[config.mk]
export PLATFORM = sky130hd
export DESIGN_NAME = cap_regctrl_mc_flat
export DESIGN_NICKNAME = d
export VERILOG_FILES = /design/src/rtl/cap_regctrl_mc_if.sv /design/src/rtl/cap_regctrl_mc.sv /design/src/flat_wrapper.sv
export SDC_FILE = /design/constraint.sdc
export NUM_CORES = 1
export LEC_CHECK = 0
export CORE_UTILIZATION = 45
export CTS_BUF_LIST = sky130_fd_sc_hd__clkbuf_4
export DETAILED_ROUTE_END_ITERATION = 16
export PLACE_DENSITY = 0.74
export SLEW_MARGIN = 0
export SYNTH_ARGS = -nofsm -noshare
export SYNTH_HDL_FRONTEND = slang
export SYNTH_SLANG_ARGS = --single-unit
[constraint.sdc]
create_clock -name ACLK -period 2.65 [get_ports ACLK]
set_input_delay 0.795 -clock ACLK [delete_from_list [all_inputs] [get_ports ACLK]]
set_output_delay 0.795 -clock ACLK [all_outputs]
set_load 0.01 [all_outputs]
[src/rtl/cap_regctrl_mc_if.sv]
// Register bus between a host and cap_regctrl_mc: independent write and read
// ports; RDATA is driven by the slave one cycle after a read strobe.
interface cap_regctrl_mc_if;
  logic [15:0] WRADDR;
  logic [3:0]  BYTEEN;
  logic        WREN;
  logic [31:0] WDATA;
  logic [15:0] RDADDR;
  logic        RDEN;
  logic [31:0] RDATA;

  modport master (
    output WRADDR, BYTEEN, WREN, WDATA, RDADDR, RDEN,
    input  RDATA
  );

  modport slave (
    input  WRADDR, BYTEEN, WREN, WDATA, RDADDR, RDEN,
    output RDATA
  );
endinterface

[src/rtl/cap_regctrl_mc.sv]
// Multi-channel capture register controller: frame-aligned capture enable and
// base address per channel, status/interrupts. Define CAP_FRMCNT_EN for FRMCNT.
module cap_regctrl_mc #(
  parameter int          NCH   = 2,
  parameter logic [3:0]  BLKID = 4'd1
) (
  input  logic                 ACLK,
  input  logic                 ARST,
  input  logic [NCH-1:0]       VSYNC,
  cap_regctrl_mc_if.slave      bus,
  output logic [NCH-1:0]       CAPON,
  output logic [29*NCH-1:0]    CAPADDR,
  output logic                 CAP_IRQ,
  input  logic [NCH-1:0]       BUF_UNDER,
  input  logic [NCH-1:0]       BUF_OVER
);

  localparam logic [5:0] OFF_CAPADDR = 6'd0;
  localparam logic [5:0] OFF_CAPCTRL = 6'd1;
  localparam logic [5:0] OFF_CAPINT  = 6'd2;
  localparam logic [5:0] OFF_CAPFIFO = 6'd3;
  localparam logic [5:0] OFF_FRMCNT  = 6'd4;

  logic [NCH-1:0]     sync1_reg, sync2_reg, hist_reg, vne;
  logic               wr_hit, rd_hit;
  logic [3:0]         wr_ch, rd_ch;
  logic [5:0]         wr_off, rd_off;
  logic [32*NCH-1:0]  ch_rdata;
  logic [NCH-1:0]     ch_irq;
  logic [31:0]        rd_word;
  logic [31:0]        rdata_reg;
  logic               irq_reg;
  logic               unused_bits;

  // Two-flop synchroniser plus history flop; history resets low so a release
  // with VSYNC already high never looks like a falling edge.
  always_ff @(posedge ACLK or negedge ARST) begin
    if (!ARST) begin
      sync1_reg <= '0;
      sync2_reg <= '0;
      hist_reg  <= '0;
    end else begin
      sync1_reg <= VSYNC;
      sync2_reg <= sync1_reg;
      hist_reg  <= sync2_reg;
    end
  end

  assign vne = hist_reg & ~sync2_reg;

  assign wr_hit = bus.WREN && (bus.WRADDR[15:12] == BLKID);
  assign wr_ch  = bus.WRADDR[11:8];
  assign wr_off = bus.WRADDR[7:2];
  assign rd_hit = bus.RDEN && (bus.RDADDR[15:12] == BLKID);
  assign rd_ch  = bus.RDADDR[11:8];
  assign rd_off = bus.RDADDR[7:2];

  assign unused_bits = ^{bus.WRADDR[1:0], bus.RDADDR[1:0], bus.WDATA[31:29]};

  genvar gi;
  generate
    for (gi = 0; gi < NCH; gi++) begin : g_ch
      logic        wr_sel;
      logic        wr_addr, wr_ctrl, wr_int, wr_fifo;
      logic [28:0] stage_reg, capaddr_reg;
      logic        capreq_reg, capon_reg, cblank_reg;
      logic        vie_reg, vint_reg, eie_reg, eint_reg;
      logic        under_reg, over_reg;
      logic [15:0] frm_val;
      logic [31:0] word_next;

      assign wr_sel  = wr_hit && (wr_ch == 4'(gi));
      assign wr_addr = wr_sel && (wr_off == OFF_CAPADDR);
      assign wr_ctrl = wr_sel && (wr_off == OFF_CAPCTRL) && bus.BYTEEN[0];
      assign wr_int  = wr_sel && (wr_off == OFF_CAPINT)  && bus.BYTEEN[0];
      assign wr_fifo = wr_sel && (wr_off == OFF_CAPFIFO) && bus.BYTEEN[0];

      // The output copy samples staging before this cycle's write lands.
      always_ff @(posedge ACLK or negedge ARST) begin
        if (!ARST) begin
          stage_reg   <= '0;
          capaddr_reg <= '0;
          capreq_reg  <= 1'b0;
          capon_reg   <= 1'b0;
          cblank_reg  <= 1'b0;
          vie_reg     <= 1'b0;
          vint_reg    <= 1'b0;
          eie_reg     <= 1'b0;
          eint_reg    <= 1'b0;
          under_reg   <= 1'b0;
          over_reg    <= 1'b0;
        end else begin
          if (vne[gi]) begin
            capaddr_reg <= stage_reg;
            capon_reg   <= capreq_reg;
          end
          if (wr_addr) begin
            if (bus.BYTEEN[0]) stage_reg[7:0]   <= bus.WDATA[7:0];
            if (bus.BYTEEN[1]) stage_reg[15:8]  <= bus.WDATA[15:8];
            if (bus.BYTEEN[2]) stage_reg[23:16] <= bus.WDATA[23:16];
            if (bus.BYTEEN[3]) stage_reg[28:24] <= bus.WDATA[28:24];
          end
          if (wr_ctrl) capreq_reg <= bus.WDATA[0];
          if (vne[gi])                         cblank_reg <= 1'b1;
          else if (wr_ctrl && bus.WDATA[1])    cblank_reg <= 1'b0;

          if (wr_int) begin
            vie_reg <= bus.WDATA[0];
            eie_reg <= bus.WDATA[2];
          end
          if (vne[gi] && vie_reg)              vint_reg <= 1'b1;
          else if (wr_int && bus.WDATA[1])     vint_reg <= 1'b0;
          if ((BUF_OVER[gi] || BUF_UNDER[gi]) && eie_reg) eint_reg <= 1'b1;
          else if (wr_int && bus.WDATA[3])     eint_reg <= 1'b0;

          if (BUF_UNDER[gi])                   under_reg <= 1'b1;
          else if (wr_fifo && bus.WDATA[0])    under_reg <= 1'b0;
          if (BUF_OVER[gi])                    over_reg <= 1'b1;
          else if (wr_fifo && bus.WDATA[1])    over_reg <= 1'b0;
        end
      end

`ifdef CAP_FRMCNT_EN
      logic        wr_frm;
      logic [15:0] frmcnt_reg;

      assign wr_frm = wr_sel && (wr_off == OFF_FRMCNT) && (bus.BYTEEN != 4'd0);

      // A clearing write beats a same-cycle increment.
      always_ff @(posedge ACLK or negedge ARST) begin
        if (!ARST) begin
          frmcnt_reg <= '0;
        end else if (wr_frm) begin
          frmcnt_reg <= '0;
        end else if (vne[gi] && capon_reg) begin
          frmcnt_reg <= frmcnt_reg + 16'd1;
        end
      end
      assign frm_val = frmcnt_reg;
`else
      assign frm_val = '0;
`endif

      always_comb begin
        word_next = '0;
        case (rd_off)
          OFF_CAPADDR: word_next[28:0] = stage_reg;
          OFF_CAPCTRL: word_next[1:0]  = {cblank_reg, capreq_reg};
          OFF_CAPINT:  word_next[3:0]  = {eint_reg, eie_reg, vint_reg, vie_reg};
          OFF_CAPFIFO: word_next[1:0]  = {over_reg, under_reg};
          OFF_FRMCNT:  word_next[15:0] = frm_val;
          default:     word_next = '0;
        endcase
      end

      assign ch_rdata[32*gi +: 32]  = word_next;
      assign ch_irq[gi]             = vint_reg | eint_reg;
      assign CAPON[gi]              = capon_reg;
      assign CAPADDR[29*gi +: 29]   = capaddr_reg;
    end
  endgenerate

  // Channels without hardware fall through to zero.
  always_comb begin
    rd_word = '0;
    for (int i = 0; i < NCH; i++) begin
      if (rd_ch == 4'(i)) rd_word = ch_rdata[32*i +: 32];
    end
  end

  always_ff @(posedge ACLK or negedge ARST) begin
    if (!ARST) begin
      rdata_reg <= '0;
      irq_reg   <= 1'b0;
    end else begin
      if (rd_hit) rdata_reg <= rd_word;
      irq_reg <= |ch_irq;
    end
  end

  assign bus.RDATA = rdata_reg;
  assign CAP_IRQ   = irq_reg;

endmodule

[src/flat_wrapper.sv]
// flat-port wrapper written by rule: the top's interface ports become plain ports
module cap_regctrl_mc_flat 
#(
  parameter int          NCH   = 2,
  parameter logic [3:0]  BLKID = 4'd1
)
  (ACLK, ARST, VSYNC, CAPON, CAPADDR, CAP_IRQ, BUF_UNDER, BUF_OVER, bus_WRADDR, bus_BYTEEN, bus_WREN, bus_WDATA, bus_RDADDR, bus_RDEN, bus_RDATA);
  cap_regctrl_mc_if bus_i ();
  input  logic ACLK;
  input  logic ARST;
  input  logic [NCH-1:0] VSYNC;
  output logic [NCH-1:0] CAPON;
  output logic [29*NCH-1:0] CAPADDR;
  output logic CAP_IRQ;
  input  logic [NCH-1:0] BUF_UNDER;
  input  logic [NCH-1:0] BUF_OVER;
  input wire logic [$bits(bus_i.WRADDR)-1:0] bus_WRADDR;
  input wire logic [$bits(bus_i.BYTEEN)-1:0] bus_BYTEEN;
  input wire logic [$bits(bus_i.WREN)-1:0] bus_WREN;
  input wire logic [$bits(bus_i.WDATA)-1:0] bus_WDATA;
  input wire logic [$bits(bus_i.RDADDR)-1:0] bus_RDADDR;
  input wire logic [$bits(bus_i.RDEN)-1:0] bus_RDEN;
  output wire logic [$bits(bus_i.RDATA)-1:0] bus_RDATA;
  assign bus_i.WRADDR = bus_WRADDR;
  assign bus_i.BYTEEN = bus_BYTEEN;
  assign bus_i.WREN = bus_WREN;
  assign bus_i.WDATA = bus_WDATA;
  assign bus_i.RDADDR = bus_RDADDR;
  assign bus_i.RDEN = bus_RDEN;
  assign bus_RDATA = bus_i.RDATA;
  cap_regctrl_mc #(.NCH(NCH), .BLKID(BLKID)) u_core (.ACLK(ACLK), .ARST(ARST), .VSYNC(VSYNC), .bus(bus_i), .CAPON(CAPON), .CAPADDR(CAPADDR), .CAP_IRQ(CAP_IRQ), .BUF_UNDER(BUF_UNDER), .BUF_OVER(BUF_OVER));
endmodule
==> impl_metrics.toml <==
[job]
drv_cap = 0

[sta]
grt_setup_unrepaired = "false"
setup_viol = 0
slew_headroom = 0.2550
skew_ns = 0.01533
fmax_mhz = 433.2
drv_slew = 0
fin_setup_tns_ns = 0
tightestPinTransition_ns = 1.118
period_share = 0.8710
hold_viol = 0
fin_crit_ns = 2.308
setup_slack_ns = 0.3417

[setup_path]
rr_worst_depth = 2
reg2reg_to = "u_core.g_ch[0].capaddr_reg[17]"
timing.rr.start = "u_core.sync2_reg[0]"
rrSetupSlack_ns = 0.88
path_max_fanout = 12
worstSetupEndpointType = "flop"
start_kind = "input port"
worst-setup-path-type = "in2reg"
arrival_ns = 2.74
cp.required_ns = 3.08

[synthesis]
synth-async-reset-ratio = 1.000
netlist_instances = 485
synth.area.top_cells = "dfrtp_1, mux2_2, a22oi_1, o21ai_2, nand2_1"
yosysMostFrequentCell = "dfrtp_1"
yosys_warnings = 0
synth_flop_cell = "dfrtp_1"
synth_common_cells = "dfrtp_1, mux2_2, nand2_1"
avgSynthCellArea_um2 = 14.33
ys_seq_elements = 170
synth_cell_types = 28
synth_edf_count = 0
syn_area_um2 = 6952
synth.top_cell.area_share = 0.6120
ys_seq_area_frac = 0.6120
synth_top_cell_by_area = "dfrtp_1"

[pwr]
irDropWorstVdd_mv = 0.2379
p_leak_nw = 4.174
power_mw = 4.208
power.density_nw_per_um2 = 457.6

[routing]
num_vias = 4667
dr.first_iter.drc_count = 292
vias_per_cell = 5.433
drc = 0
detail_route.wl_per_cell_um = 19.21
wirelength_um = 16500
ant_nets = 0
dr.pass1.iters = 4

[global_routing]
grt_overflow_total = 0
grtUsageTotal = 0.2205
grt_pass1_vias = 4843
grt_max_degree = 77
antenna_found_initial = 1
grt_pass1_wl_um = 26250

[floorplanning]
ios = 171
start_util = 0.4590
core.rowCount = 45
die_x_um = 126.3
core_area_um2 = 15150
die_y_um = 126.3
dieArea_um2 = 15950

[clocking]
cts.clk_slew.worst_paths_ns = 0.13
htree_levels = 4
cts_buffer_depth = 2
cts_tree = "built"
root_buffer = "clkbuf_4"
cts_made_buffers = 17
post-cts-setup-buffer-count = 0
holdBufCountCts = 0
ctsResizeCount = 0
clock_latency_ns = 0.54
cts.sinks = 170

[placed_design]
gp_congestion = 0.8776
hpwl_um = 10930
pre_cts_slack_ns = -0.2599
detailed_place.area_um2 = 8956
port_buffers = 160

[min_path]
hold_path.class = "in2async"

[finish]
syn2layout_area_growth_pct = 32.27
final_layout_size_suffix_gt1_frac = 0.3269
final_nets = 736
final_cell_area_um2 = 9195

[run_status]
outcome = "finished, final reports clean"
## per-layer routing
metal / track usage / routed length (um) / up-vias
li1: - / - / 2097
met1: 0.2815 / 7181 / 2396
met2: 0.3653 / 8194 / 157
met3: 0.06242 / 929 / 17
met4: 0.07016 / 195 / 0
met5: 0 / 0 / -
## power by group
| part | switching (mW) | internal [mW] |
|---|---|---|
| clock network | 0.834 | 0.487 |
| registers | 0.00295 | 2.60 |
| logic | 0.145 | 0.139 |
| total | 0.982 | 3.23 |
## cell families after synthesis
| kind of cell | synth area share |
|---|---|
| compound gates | 0.07883 |
| mux | 0.2203 |
| flops | 0.6120 |
| buf+inv | 0.02700 |
| simple gates | 0.06137 |
| other cells | 0.0005394 |
## layout make-up
cell class / instances / area (um^2)
Sequential cell: 170 / 4254
Antenna cell: 1 / 2.502
Clock inverter: 10 / 78.83
Timing Repair Buffer: 185 / 1916
Clock buffer: 21 / 157.7
Fill cell: 1192 / 5951
Multi-Input combinational cell: 280 / 2536
Inverter: 4 / 15.01
Tap cell: 188 / 235.2
## worst max path at each step
| stage | startpoint | to | slack, ns | cells after the start |
|---|---|---|---|---|
| 6_report | bus_WRADDR[13] | u_core.g_ch[1].stage_reg[10] | 0.34 | 7 |
| 5_1_grt | bus_WRADDR[9] | u_core.g_ch[1].stage_reg[13] | 0.20 | 7 |
| 4_1_cts | u_core.bus.RDATA[27] | bus_RDATA[27] | 0.28 | 1 |
| 3_5_place_dp | bus_WRADDR[13] | u_core.g_ch[0].stage_reg[9] | -0.26 | 7 |
| 3_3_place_gp | bus_WRADDR[9] | u_core.g_ch[1].stage_reg[11] | -0.23 | 7 |
| 2_1_floorplan | bus_WRADDR[13] | u_core.g_ch[1].capreq_reg | 0.40 | 6 |
## worst max-delay path, cell delays in order
cell and delay, ns:
clkdlybuf4s50_1 0.42, nor4b_1 0.31, nand3_1 0.22, buf_4 0.24
nor3_4 0.25, buf_12 0.16, mux2_2 0.33
## metrics by stage
stage | util | hold slack [ns] | instances
2_1_floorplan | - | 0.3312 | 487
3_3_place_gp | 0.5913 | 0.3365 | 827
3_5_place_dp | 0.5913 | 0.3411 | 827
4_1_cts | 0.6069 | 0.1012 | 858
5_1_grt | 0.6071 | 0.1071 | 859
6_report | 0.6071 | 0.1488 | 859
## cell usage in the layout (no fill, tap or decap), drive strengths merged
cell / instances
bufinv: 1
nor4b: 4
o31ai: 4
dfrtp: 170
or3: 3
or4: 3
conb: 3
clkinvlp: 3
nor4: 2
mux2: 128
buf: 26
or2: 2
clkdlybuf4s50: 159
a22oi: 27
o21ai: 31
nor3: 12
diode: 1
clkbuf: 21
nand2b: 10
inv: 4
nand2: 34
mux4: 4
nand3: 3
a21o: 2
clkinv: 6
a22o: 4
o41ai: 4
No activity file was read; power rests on OpenSTA's default activity.
